### config.mk
export PLATFORM = sky130hd
export DESIGN_NAME = cc_punct_enc
export DESIGN_NICKNAME = d
export VERILOG_FILES = /design/src/rtl/cc_pkg.sv /design/src/rtl/cc_punct_enc_core.sv /design/src/rtl/cc_punct_enc.sv
export SDC_FILE = /design/constraint.sdc
export NUM_CORES = 1
export LEC_CHECK = 0
export BUFFER_PORTS_ARGS = -buffer_cell sky130_fd_sc_hd__buf_2
export CORE_ASPECT_RATIO = 0.9
export CORE_MARGIN = 2
export CORE_UTILIZATION = 40
export CTS_CLUSTER_DIAMETER = 30
export DETAILED_ROUTE_END_ITERATION = 10
export PLACE_DENSITY_LB_ADDON = 0.1
export SLEW_MARGIN = 20
export SYNTH_ARGS = -nofsm -noshare
export SYNTH_HDL_FRONTEND = slang
export SYNTH_HIERARCHICAL = 1
export SYNTH_SLANG_ARGS = --single-unit
### constraint.sdc
create_clock -name clk -period 2.9 [get_ports clk]
set_input_delay 0.145 -clock clk [delete_from_list [all_inputs] [get_ports clk]]
set_output_delay 0.145 -clock clk [all_outputs]
set_load 0.005 [all_outputs]
### src/rtl/cc_pkg.sv
`default_nettype none
// +----------------------------------------------------------------------+
// | cc_pkg : shared constants for the punctured convolutional encoder     |
// | Rev 1.0                                                               |
// +----------------------------------------------------------------------+
package cc_pkg;

  localparam int K = 7;
  localparam logic [K-1:0] G1 = 7'o171;
  localparam logic [K-1:0] G2 = 7'o133;

  typedef enum logic [1:0] {
    RATE_1_2 = 2'b00,
    RATE_2_3 = 2'b01,
    RATE_3_4 = 2'b10,
    RATE_5_6 = 2'b11
  } rate_e;

  localparam logic [1:0] ST_IDLE  = 2'd0;
  localparam logic [1:0] ST_RUN   = 2'd1;
  localparam logic [1:0] ST_TAIL  = 2'd2;
  localparam logic [1:0] ST_DRAIN = 2'd3;

  // Bit p of a mask is the keep flag for puncture phase p.
  function automatic logic [4:0] x_mask(input rate_e r);
    case (r)
      RATE_1_2: x_mask = 5'b00001;
      RATE_2_3: x_mask = 5'b00001;
      RATE_3_4: x_mask = 5'b00101;
      default:  x_mask = 5'b10101;
    endcase
  endfunction

  function automatic logic [4:0] y_mask(input rate_e r);
    case (r)
      RATE_1_2: y_mask = 5'b00001;
      RATE_2_3: y_mask = 5'b00011;
      RATE_3_4: y_mask = 5'b00011;
      default:  y_mask = 5'b01011;
    endcase
  endfunction

  function automatic logic [2:0] period(input rate_e r);
    case (r)
      RATE_1_2: period = 3'd1;
      RATE_2_3: period = 3'd2;
      RATE_3_4: period = 3'd3;
      default:  period = 3'd5;
    endcase
  endfunction

endpackage
`default_nettype wire

### src/rtl/cc_punct_enc_core.sv
`default_nettype none
// +----------------------------------------------------------------------+
// | cc_core : K=7 shift register and X/Y parity generation                |
// | Rev 1.0                                                               |
// +----------------------------------------------------------------------+
module cc_core import cc_pkg::*; (
  input  logic clk,
  input  logic reset,
  input  logic clear,
  input  logic step,
  input  logic b,
  output logic x,
  output logic y
);

  logic [K-2:0] sr;
  logic [K-2:0] sr_eff;
  logic [K-1:0] win;

  // A clear in the same cycle as a step encodes against an all-zero history.
  assign sr_eff = clear ? '0 : sr;

  always_comb begin
    win[K-1] = b;
    for (int i = 0; i < K-1; i++) begin
      win[K-2-i] = sr_eff[i];
    end
  end

  assign x = ^(win & G1);
  assign y = ^(win & G2);

  always_ff @(posedge clk or posedge reset) begin
    if (reset) begin
      sr <= '0;
    end else if (step) begin
      sr <= {sr_eff[K-3:0], b};
    end else if (clear) begin
      sr <= '0;
    end
  end

endmodule
`default_nettype wire

### src/rtl/cc_punct_enc.sv
`default_nettype none
// +----------------------------------------------------------------------+
// | cc_punct_enc : convolutional encoder with puncturing and word packing |
// | Rev 1.0                                                               |
// +----------------------------------------------------------------------+
module cc_punct_enc import cc_pkg::*; #(
  parameter int OUT_W     = 8,
  parameter int TAIL_LEN  = 6,
  parameter int ZERO_TAIL = 1
) (
  input  logic                       clk,
  input  logic                       reset,
  input  logic                       in_bit,
  input  logic                       in_valid,
  input  logic                       in_last,
  output logic                       in_ready,
  input  logic [1:0]                 cc_rate,
  output logic [OUT_W-1:0]           out_data,
  output logic                       out_valid,
  input  logic                       out_ready,
  output logic                       out_last,
  output logic [$clog2(OUT_W+1)-1:0] out_nbits
);

  localparam int ACC_W = OUT_W + 1;
  localparam int CW    = $clog2(OUT_W + 2);
  localparam int NBW   = $clog2(OUT_W + 1);
  localparam int TW    = (TAIL_LEN > 1) ? $clog2(TAIL_LEN) : 1;

  logic [1:0]       state, state_nx;
  rate_e            rate_q, rate_cur;
  logic [2:0]       phase, phase_cur, phase_nx;
  logic [TW-1:0]    tail_cnt;
  logic [ACC_W-1:0] acc, acc_sh;
  logic [CW-1:0]    acc_cnt, cnt_sh;
  logic [4:0]       xm, ym;
  logic [1:0]       nb, nb_cnt;
  logic [NBW-1:0]   move_nbits;
  logic idle_acc, run_acc, tail_step, step, end_burst, tail_done;
  logic enc_bit, x, y, keep_x, keep_y, room, out_free, move, move_last, clear;

  assign room      = acc_cnt <= CW'(OUT_W - 1);
  assign idle_acc  = (state == ST_IDLE) && in_valid;
  assign run_acc   = (state == ST_RUN) && in_valid && room;
  assign tail_step = (state == ST_TAIL) && room;
  assign step      = idle_acc | run_acc | tail_step;
  assign end_burst = (idle_acc | run_acc) && in_last;
  assign tail_done = tail_step && (tail_cnt == TW'(TAIL_LEN - 1));
  assign enc_bit   = (state == ST_TAIL) ? 1'b0 : in_bit;
  assign clear     = (state == ST_IDLE);

  // The first bit of a burst uses the live rate and phase 0.
  assign rate_cur  = (state == ST_IDLE) ? rate_e'(cc_rate) : rate_q;
  assign phase_cur = (state == ST_IDLE) ? 3'd0 : phase;
  assign phase_nx  = (phase_cur == period(rate_cur) - 3'd1) ? 3'd0 : phase_cur + 3'd1;
  assign xm        = x_mask(rate_cur);
  assign ym        = y_mask(rate_cur);
  assign keep_x    = step && xm[phase_cur];
  assign keep_y    = step && ym[phase_cur];

  cc_core u_core (
    .clk   (clk),
    .reset (reset),
    .clear (clear),
    .step  (step),
    .b     (enc_bit),
    .x     (x),
    .y     (y)
  );

  always_comb begin
    nb     = 2'b00;
    nb_cnt = 2'd0;
    if (keep_x && keep_y) begin
      nb     = {y, x};
      nb_cnt = 2'd2;
    end else if (keep_x) begin
      nb     = {1'b0, x};
      nb_cnt = 2'd1;
    end else if (keep_y) begin
      nb     = {1'b0, y};
      nb_cnt = 2'd1;
    end
  end

  // Bits above acc_cnt are always zero, so a residual word comes out zero-padded.
  assign out_free   = !out_valid || out_ready;
  assign move       = out_free && ((acc_cnt >= CW'(OUT_W)) ||
                                   ((state == ST_DRAIN) && (acc_cnt != '0)));
  assign move_nbits = (acc_cnt >= CW'(OUT_W)) ? NBW'(OUT_W) : NBW'(acc_cnt);
  assign move_last  = (state == ST_DRAIN) && (acc_cnt <= CW'(OUT_W));
  assign acc_sh     = move ? (acc >> OUT_W) : acc;
  assign cnt_sh     = move ? (acc_cnt - CW'(move_nbits)) : acc_cnt;

  always_ff @(posedge clk or posedge reset) begin
    if (reset) begin
      acc      <= '0;
      acc_cnt  <= '0;
      phase    <= 3'd0;
      rate_q   <= RATE_1_2;
      tail_cnt <= '0;
    end else begin
      acc     <= acc_sh | (ACC_W'(nb) << cnt_sh);
      acc_cnt <= cnt_sh + CW'(nb_cnt);
      if (step)          phase    <= phase_nx;
      if (idle_acc)      rate_q   <= rate_cur;
      if (end_burst)     tail_cnt <= '0;
      else if (tail_step) tail_cnt <= tail_cnt + TW'(1);
    end
  end

  always_ff @(posedge clk or posedge reset) begin
    if (reset) begin
      out_data  <= '0;
      out_nbits <= '0;
      out_last  <= 1'b0;
      out_valid <= 1'b0;
    end else if (move) begin
      out_data  <= acc[OUT_W-1:0];
      out_nbits <= move_nbits;
      out_last  <= move_last;
      out_valid <= 1'b1;
    end else if (out_ready) begin
      out_valid <= 1'b0;
      out_last  <= 1'b0;
    end
  end

  always_ff @(posedge clk or posedge reset) begin
    if (reset) state <= ST_IDLE;
    else       state <= state_nx;
  end

  always_comb begin
    state_nx = state;
    case (state)
      ST_IDLE:  if (idle_acc) state_nx = in_last ? ((ZERO_TAIL != 0) ? ST_TAIL : ST_DRAIN) : ST_RUN;
      ST_RUN:   if (end_burst) state_nx = (ZERO_TAIL != 0) ? ST_TAIL : ST_DRAIN;
      ST_TAIL:  if (tail_done) state_nx = ST_DRAIN;
      default:  if (out_valid && out_ready && out_last) state_nx = ST_IDLE;
    endcase
  end

  always_comb begin
    in_ready = 1'b0;
    if (!reset) begin
      case (state)
        ST_IDLE: in_ready = 1'b1;
        ST_RUN:  in_ready = room;
        default: in_ready = 1'b0;
      endcase
    end
  end

endmodule
`default_nettype wire

==> results.md <==
- Outcome: finished, final reports clean
- DRT Wirelength: 5161 um
- Starting Density: 40.89%
- Synthesized flop and latch total: 43
- Period Utilization, post-route: approximately nine tenths
- Asr flop ratio synth: 100.0%
- Rows: 27
- Required time worst endpoint: 3.07 ns
- Area grow syn2layout: 11.39%
- CTS tree: built
- Clock H-tree levels: 2
- Initial antenna violation count: 0
- Max-cap violations: 0
- Leakage Power: 0.001357 uW
- Final WS setup: about 0.25 ns
- Antenna Nets Post-Route: 0
- Layout cells sized above 1: 15.93%
- Setup TNS: 0 ns
- Initial DRC count: 98
- Synth Instances: around 270
- DR pass1 iterations: 4
- Buffers & Inverters on Critical Path: 3
- Clk_skew: 0.01177 ns
- Ys Warns: 6
- Post-CTS Setup Inserts: 0
- Total track usage: around 17%
- Critical path cell sequence: inv_1 -> ha_1 -> nand2_1 -> o21a_1 -> inv_2 -> o31ai_1 -> inv_1 -> ha_1 -> and2_1 -> a31o_2 -> o31ai_2 -> o21ai_0
- DP Cell Count: 358
- Delay-heaviest family, CP: compound AO/OA/AOI/OAI gates
- Cells resized by post-CTS repair: 0
- Longest Clk Path Bufs: 2
- Vias in the first global route: 1,805
- Final hold viol count: 0
- Number of diodes: 0
- Top_reg_cell synth: dfrtp_1
- Detailed-route DRC error count: 0
- Fill cell count: 583
- Clock-pin transition on the worst setup and hold timing paths: 0.09 ns
- Cts-stage hold buffer count: 1
- Post-detail-place hpwl: ~3700 um
- Clk sinks: 43
- Placeable Area: 6047 um^2
- Critical Path Fanout Max: 6
- Seq. cell area: 1076 um^2
- Commonest cells after routing, fill and taps aside: nand2_1, dfrtp_1, buf_2
- CP max stage delay: 0.42 ns
- Clk root buf: clkbuf_8
- Die area: 6827 um^2
- Power Density: 1209 nW/um^2
- Slowest CP cell: dfrtp_1
- Drt wl/cell: 14.06 um
- Unrepaired setup endpoints after global routing: false
- Final #Nets: 315
- Die Height: 78.59 um
- RD Place Congestion: 0.7677
- Final setup fails: 0
- Worst VDD drop: 371.0 uV
- Dpl ws: 0.2419 ns
- Crit path launch type: register
- Boundary pin count: 23
- Die Width: around 87 um
- CP endpoint kind: register
- Overflow after GRT: 0
- Vias/cell: 5.147
- First-pass GRT wire length: between 8000 and 9000 um
- Final Max Tran Viols: 0
- Final Critical Period: 2.651 ns
- Cts bufs inserted: 5
- Post-synth EDFFs: 0
- Netlist cell types: 55
- Hold Crit Class: primary input to register
- Seq/Total Area, Yosys: 43.52%
- Fmax: 377.2 MHz
- Layout Cells excl Fill: 367
- Multi-input logic area: 1281 um^2
- Largest net degree at the start of global routing: 38
- IO buf count: 22
- Syn Nets: 289
- Worst Path Arrival: 2.82 ns
- Vias: roughly 1.9k
- Critical path class: register to register
- Worst skew pair latency: 0.30 ns
- Post-layout util: 45.54%
- Syn_area_per_cell: roughly 9.2 um^2
- Most common cell after layout, fill and taps aside: nand2_1
- Post-Syn Area: 2472 um^2
per-layer routing:
layer  vias to the layer above  wire length, um  global-route usage (%)
met4                         0               51                   3.750
li1                        965                -                       -
met5                         -                0                       0
met3                         7              170                   4.416
met2                        30             2208                   24.50
met1                       887             2731                   24.20
stage by stage:
| step | hold WS (ns) | total power, uW | instance area (um^2) |
|---|---|---|---|
| floorplan | -0.06404 | 2498 | 2472 |
| global placement | 0.1201 | 2971 | 2663 |
| detailed placement | 0.1146 | 2973 | 2663 |
| CTS | 0.05879 | 3374 | 2754 |
| global route | 0.04891 | 3695 | 2754 |
| finish | 0.06145 | 3328 | 2754 |
where the power goes:
part | switching, uW | internal, uW | leakage, uW | total (uW)
sequential | 234 | 869 | 0.000552 | 1100
clock | 212 | 169 | 0.0000422 | 381
combinational | 1050 | 791 | 0.000763 | 1840
path summary, 6_finish.rpt:
path	startpoint	endpoint	slack, ns	depth (start not counted)
min in group asynchronous	reset	u_core/sr[5]$_DFF_PP0_	0.35	3
worst min-delay path	in_last	state[0]$_DFFE_PP0P_	0.06	2
worst max-delay path	state[0]$_DFFE_PP0P_	acc[1]$_DFF_PP0_	0.25	12
max in group asynchronous	reset	out_data[1]$_DFFE_PP0P_	2.02	4
worst min register to register	out_nbits[0]$_DFFE_PP0P_	out_nbits[0]$_DFFE_PP0P_	0.47	2
worst max register to register	state[0]$_DFFE_PP0P_	acc[1]$_DFF_PP0_	0.25	12
cell type report:
cell class                 instances  share of cell area [%]
multi-input combinational        198                   46.52
inverter                          18                   2.453
tap                               72                   3.271
timing repair buffer              28                   5.725
clock buffer                       7                   2.771
sequential                        43                   39.07
clock inverter                     1                  0.1817
logic make-up (layout without fill, tap and decap cells):
family	Yosys count	after routing	synth area share (%)
buffers and inverters	27	54	4.655
adders and majority gates	13	13	6.882
DFF	43	43	43.52
AOI/OAI and AO/OA	56	56	15.79
muxes	10	10	4.352
and+or+nand+nor	103	103	19.23
other	2	2	0.3038
xor gates and xnor gates	14	14	5.263
state kept, by name, indices dropped and copies added (netlist names):
| name | flops |
|---|---|
| tail_cnt | 3 |
| rate_q | 2 |
| phase | 3 |
| acc_cnt | 4 |
| out_valid | 1 |
| state | 2 |
| out_data | 8 |
| out_nbits | 4 |
| out_last | 1 |
| u_core/sr | 6 |
| acc | 9 |
cell usage after synthesis (all sizes together) (3+ instances only):
| cell | instances | area, um^2 |
|---|---|---|
| nand2 | 55 | 206.5 |
| dfrtp | 43 | 1076 |
| nor2 | 20 | 75.07 |
| inv | 17 | 63.81 |
| o21ai | 15 | 82.58 |
| ha | 12 | 150.1 |
| a21oi | 9 | 45.04 |
| xor2 | 8 | 77.58 |
| mux2i | 7 | 70.07 |
| o31ai | 7 | 57.55 |
| buf | 6 | 36.28 |
| xnor2 | 6 | 52.55 |
| or3 | 5 | 36.28 |
| nand2b | 4 | 25.02 |
| nor2b | 4 | 32.53 |
| a211oi | 3 | 22.52 |
| and2 | 3 | 18.77 |
| clkbuf | 3 | 11.26 |
| mux2 | 3 | 37.53 |
| nand3 | 3 | 15.01 |
| nor3 | 3 | 15.01 |
Power figures use the tool's default switching activity.
